`config.mk`:
```
export PLATFORM = sky130hd
export DESIGN_NAME = mul_share_sched
export DESIGN_NICKNAME = d
export VERILOG_FILES = /design/src/rtl/mul_share_sched.sv
export SDC_FILE = /design/constraint.sdc
export NUM_CORES = 1
export LEC_CHECK = 0
export BUFFER_PORTS_ARGS = -buffer_cell sky130_fd_sc_hd__buf_2
export CELL_PAD_IN_SITES_DETAIL_PLACEMENT = 0
export CELL_PAD_IN_SITES_GLOBAL_PLACEMENT = 1
export CORE_ASPECT_RATIO = 1.75
export CORE_MARGIN = 2
export CORE_UTILIZATION = 30
export DETAILED_ROUTE_END_ITERATION = 10
export HOLD_SLACK_MARGIN = 0.03
export PLACE_DENSITY = 0.82
export SLEW_MARGIN = 5
export SYNTH_ARGS = -nofsm -noshare
export SYNTH_HDL_FRONTEND = slang
export SYNTH_SLANG_ARGS = --single-unit
```
`constraint.sdc`:
```
create_clock -name clk -period 2.6 [get_ports clk]
set_input_delay 0.52 -clock clk [delete_from_list [all_inputs] [get_ports clk]]
set_output_delay 0.52 -clock clk [all_outputs]
set_load 0.05 [all_outputs]
```
`src/rtl/mul_share_sched.sv`:
```
// mul_share_sched: round-robin scheduler that time-shares one external 8x8->16
// combinational multiplier among NUM_REQ requesters.
//
// Two-stage pipeline:
//   S1 {a, b, id}    drives mul_a/mul_b to the external multiplier.
//   S2 {mul_o, id}   drives resp_prod/resp_id; resp_valid = s2_valid.
//
// Ports:
//   clk, rst_n             clock, asynchronous active-low reset
//   req_valid/req_ready    per-requester handshake (req_ready is one-hot or zero)
//   req_a, req_b           packed operands, requester i at [8i+7:8i]
//   mul_a, mul_b, mul_o    external multiplier interface
//   resp_valid/resp_ready  response handshake; resp_id, resp_prod payload
//   busy                   either pipeline stage occupied
//   done_cnt               wrapping count of completed responses
module mul_share_sched #(
  parameter int NUM_REQ = 4,
  parameter int ID_W    = 2,
  parameter int CNT_W   = 16
) (
  input  logic                 clk,
  input  logic                 rst_n,
  input  logic [NUM_REQ-1:0]   req_valid,
  output logic [NUM_REQ-1:0]   req_ready,
  input  logic [NUM_REQ*8-1:0] req_a,
  input  logic [NUM_REQ*8-1:0] req_b,
  output logic [7:0]           mul_a,
  output logic [7:0]           mul_b,
  input  logic [15:0]          mul_o,
  output logic                 resp_valid,
  input  logic                 resp_ready,
  output logic [ID_W-1:0]      resp_id,
  output logic [15:0]          resp_prod,
  output logic                 busy,
  output logic [CNT_W-1:0]     done_cnt
);

  logic            s1_valid;
  logic [7:0]      s1_a;
  logic [7:0]      s1_b;
  logic [ID_W-1:0] s1_id;
  logic            s2_valid;
  logic [ID_W-1:0] s2_id;
  logic [15:0]     s2_prod;
  logic [ID_W-1:0] rr_ptr;

  logic            s2_free;
  logic            s1_move;
  logic            s1_free;
  logic            found;
  logic            accept;
  logic [ID_W-1:0] grant;
  int unsigned     idx;

  always_comb begin
    s2_free = !s2_valid || resp_ready;
    s1_move = s1_valid && s2_free;
    s1_free = !s1_valid || s1_move;

    // Circular search starting at rr_ptr; first valid requester wins.
    found = 1'b0;
    grant = '0;
    idx   = 0;
    for (int unsigned k = 0; k < 32'(NUM_REQ); k++) begin
      idx = (32'(rr_ptr) + k) % 32'(NUM_REQ);
      if (!found && req_valid[ID_W'(idx)]) begin
        found = 1'b1;
        grant = ID_W'(idx);
      end
    end

    // Gated by rst_n so no requester sees an accept while reset is held.
    accept    = s1_free && found && rst_n;
    req_ready = '0;
    if (accept) req_ready[grant] = 1'b1;
  end

  always_ff @(posedge clk or negedge rst_n) begin
    if (!rst_n) begin
      s1_valid <= 1'b0;
      s1_a     <= '0;
      s1_b     <= '0;
      s1_id    <= '0;
      rr_ptr   <= '0;
    end else if (accept) begin
      s1_valid <= 1'b1;
      s1_a     <= req_a[32'(grant)*8 +: 8];
      s1_b     <= req_b[32'(grant)*8 +: 8];
      s1_id    <= grant;
      rr_ptr   <= ID_W'((32'(grant) + 32'd1) % 32'(NUM_REQ));
    end else if (s1_move) begin
      s1_valid <= 1'b0;
    end
  end

  always_ff @(posedge clk or negedge rst_n) begin
    if (!rst_n) begin
      s2_valid <= 1'b0;
      s2_id    <= '0;
      s2_prod  <= '0;
    end else if (s1_move) begin
      s2_valid <= 1'b1;
      s2_id    <= s1_id;
      s2_prod  <= mul_o;
    end else if (resp_ready) begin
      s2_valid <= 1'b0;
    end
  end

  always_ff @(posedge clk or negedge rst_n) begin
    if (!rst_n) begin
      done_cnt <= '0;
    end else if (s2_valid && resp_ready) begin
      done_cnt <= done_cnt + 1'b1;
    end
  end

  assign mul_a      = s1_a;
  assign mul_b      = s1_b;
  assign resp_valid = s2_valid;
  assign resp_id    = s2_id;
  assign resp_prod  = s2_prod;
  assign busy       = s1_valid || s2_valid;

endmodule

```
Yosys cells after proc, flatten, opt, wreduce, memory -nomap -nowiden
Cells that the tools add are included.
- flip-flop bits (word level): 56
- bits of input ports: 87
- logic and storage cells: 63
- $add $sub $neg: 5
- $lt $le $gt $ge: 6
- shift operators: 2
- multiplexer cells: 23
- reductions and logical operators: 18
- operator list (operator ; number):
    32-bit by 6-bit indexed part select with 8-bit output ; 2
    16-bit by 1-bit adder with 16-bit output, second input constant ; 1
    2-bit by 3-bit < comparator with 1-bit output, second input constant ; 5
    1-bit 2-to-1 mux ; 13
    1-bit binary-select mux with 2-bit select ; 4
    1-bit logical AND ; 8
    2-bit 2-to-1 mux ; 4
    1-bit zero test ; 5
    2-bit by 1-bit adder with 2-bit output, second input constant ; 2
    2-bit adder, second input constant ; 2
    4-bit 2-to-1 mux ; 1
    2-bit nonzero test ; 2
    1-bit logical OR ; 3
    1-bit demux with 2-bit select ; 1
    2-bit by 1-bit >= comparator with 1-bit output, second input constant ; 1

Longest topological paths before layout
Gate-level depths: netlist of the first run.
- depth after elaboration: 17
- mapped depth: 7
- gate-level depth less buffers: 6

Least setup slack after synthesis of the first run
Ideal clock, no wire load.
- kind: input -> output
- from: input req_valid[3]
- to: output req_ready[0]
- arrival: 2288 ps
- data required time: 2080 ps
- path slack: -208 ps
- stages: 5
- cells stage by stage: buf_4 -> o41ai_2 -> nand2b_1 -> buf_2 -> nor3b_1
- word-level cells in the longest chain between the ends: 17
- elaborated cells between the ends (all ways): 30
- RTL lines (what ; RTL line ; RTL):
    start, declared ; 23 ; input logic [NUM_REQ-1:0] req_valid,
    1-bit binary-select mux with 2-bit select ; 66 ; if (!found && req_valid[ID_W'(idx)]) begin
    1-bit 2-to-1 mux (not written as such) ; 66 ;
    1-bit 2-to-1 mux ; 66 ;
    1-bit zero test ; 66 ;
    1-bit logical AND ; 66 ;
    1-bit 2-to-1 mux ; 66 ;
    1-bit zero test ; 66 ;
    1-bit logical AND ; 66 ;
    1-bit 2-to-1 mux ; 66 ;
    1-bit zero test ; 66 ;
    1-bit logical AND ; 66 ;
    2-bit 2-to-1 mux ; 66 ;
    2-bit by 3-bit < comparator with 1-bit output (not written as such) or 2-bit by 1-bit >= comparator with 1-bit output (tied branches) ; 75 ; if (accept) req_ready[grant] = 1'b1;
    1-bit logical AND (not written as such) ; 75 ;
    1-bit 2-to-1 mux (not written as such) ; 75 ;
    1-bit demux with 2-bit select ; 75 ;
    4-bit 2-to-1 mux (*) ; 75 ;
    end, declared ; 24 ; output logic [NUM_REQ-1:0] req_ready,
Mark *: on every way between the ends. The rest lies on a longest branch, timed or not. The select of a mux whose other input is x is not followed.

Final worst setup path of the first run
- from: register rr_ptr[1]
- to: output req_ready[3]
- word-level cells in the longest chain between the ends: 17
- elaborated cells between the ends (all ways): 33
- RTL lines (what ; RTL line ; RTL):
    start, declared ; 45 ; logic [ID_W-1:0] rr_ptr;
    start signal, assigned ; 90 ; rr_ptr <= ID_W'((32'(grant) + 32'd1) % 32'(NUM_REQ));
    branches (longest 16 deep; another with 2-bit by 3-bit < comparator with 1-bit output) ; -- ;
    4-bit 2-to-1 mux (*) ; 75 ;
Every way passes the cells marked *. The select of a mux whose other input is x is not followed.

==> impl_metrics.csv, run 1 <==
group,metric,value,unit
synth,syn_inst,256,
sta,tns,0,ns
placement,place_area,3720,µm²
final_layout,fin_area,3880,µm²
sta,min_period_over_period,94.0,%
drt,drc,0,
outcome,status,"finished clean",
synth,ys_ff_latch,56,
placement,dp_hpwl,6070,µm
floorplan,ioPinCount,143,
worst_setup_path,crit_path_end_kind,"output port",
floorplan,core_area,9350,µm²
cts,cts_resized,0,
grt,grtUsageTotal,15.2,%
cts,clock_sinks,56,
sta,clock-skew-final,0.00920,ns
drt,wl_per_cell,15.2,µm
sta,min_period,2.44,ns
grt,grt_pass1_wl,12500,µm
grt,met2_usage,29.7,%
sta,final-hold-violation-count,0,
grt,grt_antenna_before_repair,0,
synth,synth_warnings,0,
cts,cts_root_buf,"clkbuf_16",
worst_setup_path,critical_path_class,"flop to output port",
floorplan,fp.dieArea,10400,µm²
grt,met1_usage,16.5,%
cts,numCtsBuffers,5,
worst_setup_path,crit_arrival,1.92,ns
drt,totalWireLength,7940,µm
drt,vias_per_cell,4.79,
cts,htree_num_levels,2,
drt,first_pass_iters,4,
cts,cts_hold_buf,0,
worst_setup_path,startpoint_type,"flop",
synth,yosysUniqueCellTypes,38,
sta,setup_viol,0,
grt,grt_pass1_vias,2555,
sta,timing.fmax,409,MHz
sta,slew-limit-headroom,32.8,%
floorplan,fp.dieW,77.8,µm
grt,overflow,0,
grt,grt_most_used_layer,"met2",
final_layout,layout-drive-gt1-share,48.1,%
grt,grt_util_met3,1.96,%
synth,synth_nets,344,
final_layout,final_nets,488,
power,power_leakage,1.97,nW
worst_setup_path,worstPathRequired,2.08,ns
drt,num_vias,2504,
cts,clk_latency,0.30,ns
placement,gp_congestion,0.718,
cts,post_cts_buffers,0,
final_layout,diodes,0,
cts,clk_pin_slew_worst_paths,0.08,ns
floorplan,row_count,47,
cts,clockBufferDepth,2,
placement,io_buffer_count,142,
floorplan,die_h,133,µm
cts,cts_tree,"built",
sta,slew_viol_final,0,
sta,worst_pin_slew,1.01,ns
drt,final_antenna_net_count,0,
drt,first_iter_violations,72,
synth,ys_seq_area_share,49.0,%
final_layout,area_delta_synth_final,35.4,%
floorplan,start_util,30.6,%
sta,rsz0062_at_grt,"false",
min_path,min_path_type,"input pin to async pin",
synth,synth.avg_cell_area,11.2,µm²
grt,grt_max_degree,57,
power,max-vdd-ir-drop,0.000538,V
worst_setup_path,cp_max_fo,7,
synth,syn_area,2860,µm²
job,maxCapViolations,0,
power,p_per_area,1000,nW/µm²
-- cells by family after synthesis --
logic type               Yosys count  synth area share [%]
AND/OR/NAND/NOR                   74                  12.5
adder cells (fa/ha/maj)            1                 0.437
buffers and inverters             15                  3.71
XOR/XNOR                          16                  4.89
flip-flops                        56                  49.0
multiplexers                      40                  14.8
AO/OA/AOI/OAI                     54                  14.7
-- registers in the layout, indices dropped and copies added, names as in the netlist --
signal and flops:
done_cnt 16, resp_prod 16, mul_a 8, mul_b 8, resp_id 2, rr_ptr 2, s1_id 2, resp_valid 1
s1_valid 1
-- cell usage in the layout (no fill, tap or decap), drive strengths merged, types with 10 or more instances in the layout --
cell type	instances
mux2	19
a21o	13
nand3	17
dfrtp	56
mux2i	21
o21ai	14
buf	149
nand2	34
o211ai	12
xnor2	10
-- routing by layer --
metal	share of wire, %	up-vias	wire length [µm]
li1	-	1203	-
met1	38	1199	3060
met2	55	92	4380
met3	4.7	10	373
met4	1.7	0	135
met5	0	-	0
-- power by group --
part / switching (W) / internal, W / leakage (nW)
registers: 0.000172 / 0.00111 / 0.691
logic: 0.00134 / 0.000576 / 1.21
clock network: 0.000318 / 0.000361 / 0.0742
total: 0.00183 / 0.00205 / 1.97
-- synth_stat cells, drive strengths merged --
master / n / area (µm²)
o41ai: 1 / 16.3
nor2b: 1 / 8.76
xor2: 6 / 52.6
ha: 1 / 12.5
buf: 12 / 93.8
inv: 2 / 7.51
a21oi: 4 / 20.0
nand4: 3 / 18.8
a21boi: 1 / 7.51
nand2: 34 / 138
o211ai: 12 / 115
mux2: 19 / 214
nand2b: 4 / 25.0
nand3: 17 / 85.1
o21ai: 14 / 70.1
nor3b: 1 / 7.51
or2: 1 / 6.26
nor2: 6 / 22.5
dfrtp: 56 / 1400
o22a: 1 / 10.0
nand3b: 1 / 7.51
xnor2: 10 / 87.6
mux2i: 21 / 210
and4: 1 / 8.76
o221ai: 5 / 50.0
nor3: 1 / 5.00
clkbuf: 1 / 5.00
o21a: 1 / 7.51
o22ai: 2 / 26.3
and3: 4 / 25.0
a21o: 13 / 97.6
-- final timing paths --
| path | slack (ns) | cells past startpoint | to | startpoint |
|---|---|---|---|---|
| max | 0.16 | 7 | req_ready[3] | rr_ptr[1] |
| min | 0.41 | 2 | mul_b[2] | rst_n |
| max reg2reg | 0.53 | 6 | mul_a[3] | rr_ptr[1] |
| max in group asynchronous | 1.66 | 2 | rr_ptr[1] | rst_n |
| min in group clk | 0.46 | 2 | resp_prod[1] | mul_o[1] |
| min reg2reg | 0.47 | 1 | done_cnt[15] | done_cnt[15] |
-- cell type report --
type,count,area [µm²]
Clock buffer,5,125
Clock inverter,3,22.5
Fill cell,908,5470
Inverter,2,7.51
Multi-Input combinational cell,185,1370
Sequential cell,56,1400
Tap cell,122,153
Timing Repair Buffer,150,801
-- per-stage QoR --
stage	utilization, %	hold WS, ns	setup WS, ns	power [W]	cells
detailed placement	39.8	0.452	0.326	0.00323	515
CTS	41.4	0.450	0.0385	0.00392	523
global route	41.5	0.449	0.00622	0.00409	523
global placement	39.8	0.459	0.334	0.00319	515
finish	41.5	0.411	0.156	0.00388	523
floorplan	-	0.224	0.129	0.00272	256
-- worst max-delay path, stage by stage, from the launching register on --
cell      delay [ns]
dfrtp_2         0.46
mux2i_1         0.27
o22ai_1         0.14
a21oi_1         0.15
buf_4           0.16
nand2_1         0.08
nor2_1          0.12
clkbuf_4        0.24
Power figures use the tool's default switching activity.
==> inputs of run 2 (changes only) <==
Settings changed: SETUP_SLACK_MARGIN set to 0.2.
==> impl_metrics.csv, run 2 (synthesis results as in run 1) <==
group,metric,value,unit
outcome,status,"finished clean",
drt,num_vias,2512,
sta,setup_viol,0,
min_path,min_path_type,"input pin to async pin",
worst_setup_path,r2r-start,"rr_ptr[1]",
cts,clk_pin_slew_worst_paths,0.08,ns
worst_setup_path,critical_path_class,"flop to output port",
sta,slew_viol_final,0,
final_layout,final_core_util,42.0,%
power,seqPwrFrac,32.5,%
cts,htree_num_levels,2,
floorplan,fp.dieW,77.8,µm
sta,final-hold-violation-count,0,
power,combPwrFrac,50.2,%
cts,cts_hold_buf,0,
drt,drc,0,
worst_setup_path,crit_chain,"mux2i_4, o22ai_2, a21oi_2, buf_4, nand2_1, nor2_2, buf_6",
placement,io_buffer_count,142,
floorplan,fp.dieArea,10400,µm²
job,maxCapViolations,0,
worst_setup_path,crit_path_end_kind,"output port",
grt,grt_antenna_before_repair,0,
floorplan,die_h,133,µm
worst_setup_path,ff2ff_path_depth,6,
sta,rsz0062_at_grt,"true",
drt,totalWireLength,7980,µm
grt,grt_max_degree,57,
final_layout,layout-drive-gt1-share,49.5,%
grt,overflow,0,
worst_setup_path,rrSetupSlack,0.57,ns
worst_setup_path,startpoint_type,"flop",
placement,dpl.cell_count,515,
cts,clockBufferDepth,2,
cts,cts_root_buf,"clkbuf_16",
drt,first_pass_iters,4,
grt,grtUsageTotal,15.3,%
cts,numCtsBuffers,5,
power,switching_share,47.0,%
worst_setup_path,r2r-end,"mul_a[1]",
sta,slew-limit-headroom,34.7,%
power,intPower,0.00208,W
final_layout,layout.cells.non_filler,526,
sta,worst_pin_slew,0.979,ns
power,max-vdd-ir-drop,0.000539,V
drt,first_iter_violations,71,
worst_setup_path,slowest_delay,0.44,ns
worst_setup_path,cp_max_fo,5,
floorplan,row_count,47,
cts,cts_tree,"built",
sta,min_period,2.30,ns
grt,grt_pass1_vias,2555,
sta,min_period_over_period,88.5,%
final_layout,final_nets,491,
power,pwr-share-clk,17.3,%
sta,tns,0,ns
final_layout,area_delta_synth_final,37.3,%
drt,wl_per_cell,15.2,µm
final_layout,diodes,0,
power,power_leakage,1.99,nW
sta,timing.fmax,435,MHz
cts,clk_latency,0.30,ns
drt,vias_per_cell,4.78,
sta,whs,0.405,ns
placement,gp_congestion,0.718,
floorplan,start_util,30.6,%
power,switchingPower,0.00185,W
cts,clock_sinks,56,
drt,final_antenna_net_count,0,
final_layout,final_cell_mix,"buf_2 (139), dfrtp_1 (55), nand2_1 (32)",
worst_setup_path,cpMaxStageDelayCell,"dfrtp_2",
floorplan,core_area,9350,µm²
worst_setup_path,worstPathRequired,2.08,ns
grt,grt_pass1_wl,12500,µm
worst_setup_path,crit_arrival,1.78,ns
final_layout,final_common_cell,"buf_2",
placement,dp_hpwl,6070,µm
floorplan,ioPinCount,143,
sta,clock-skew-final,0.00884,ns
power,p_per_area,1000,nW/µm²
## run 2: cell types whose count changed in the layout (fill, tap and decap cells not counted), sizes merged
cell,change
buf,+3
## run 2: per-stage QoR
| step | setup WS [ns] | total power [W] | instance area, µm² |
|---|---|---|---|
| finish | 0.300 | 0.00393 | 3930 |
| floorplan | 0.129 | 0.00272 | 2870 |
| detailed placement | 0.326 | 0.00323 | 3720 |
| global placement | 0.334 | 0.00319 | 3720 |
| CTS | 0.236 | 0.00394 | 3880 |
| global route | 0.176 | 0.00415 | 3930 |
## run 2: power by group through the flow
stage	registers, W	clock network (W)	logic [W]
finish	0.00128	0.000682	0.00198
global route	0.00131	0.000741	0.00210
CTS	0.00127	0.000705	0.00196
detailed placement	0.00129	0	0.00193
global placement	0.00128	0	0.00191
floorplan	0.00201	0	0.000705
## run 2: cell type report
type	instances	area, µm²
clock buffer	5	125
clock inverter	3	22.5
fill	906	5420
inverter	2	7.51
multi-input combinational	185	1390
sequential	56	1400
tap	122	153
timing repair buffer	153	830
## run 2: repair_timing
action | 4_1_cts | 5_1_grt
gates resized for setup | 2 | 7
endpoints found under the hold margin | 0 | 0
pin swaps | 0 | 2
buffers inserted | 1 | 2
endpoints found under the setup margin | 3 | 3
## run 2: per-layer routing
metal  GRT usage [%]  vias to the layer above  share of wire [%]
li1                -                     1210                  -
met1            16.5                     1202                 38
met2            29.8                       90                 55
met3            1.96                       10                4.5
met4            4.76                        0                1.7
met5               0                        -                  0
## run 2: how the worst max path moves through the flow
| stage | start | slack, ns | endpoint |
|---|---|---|---|
| after global routing | rr_ptr[1] | 0.18 | req_ready[3] |
| after detailed placement | req_valid[2] | 0.33 | req_ready[3] |
| after CTS | rr_ptr[1] | 0.24 | req_ready[3] |
| after global placement | req_valid[2] | 0.33 | req_ready[3] |
| final | rr_ptr[1] | 0.30 | req_ready[3] |
| after floorplan | req_valid[2] | 0.13 | req_ready[3] |
## run 2: critical path: cells and delay by family, from the launching register on
kind / cells / cell delay, ns
simple gates: 2 / 0.24
compound gates: 2 / 0.24
mux: 1 / 0.26
buf+inv: 2 / 0.32
flops: 1 / 0.44
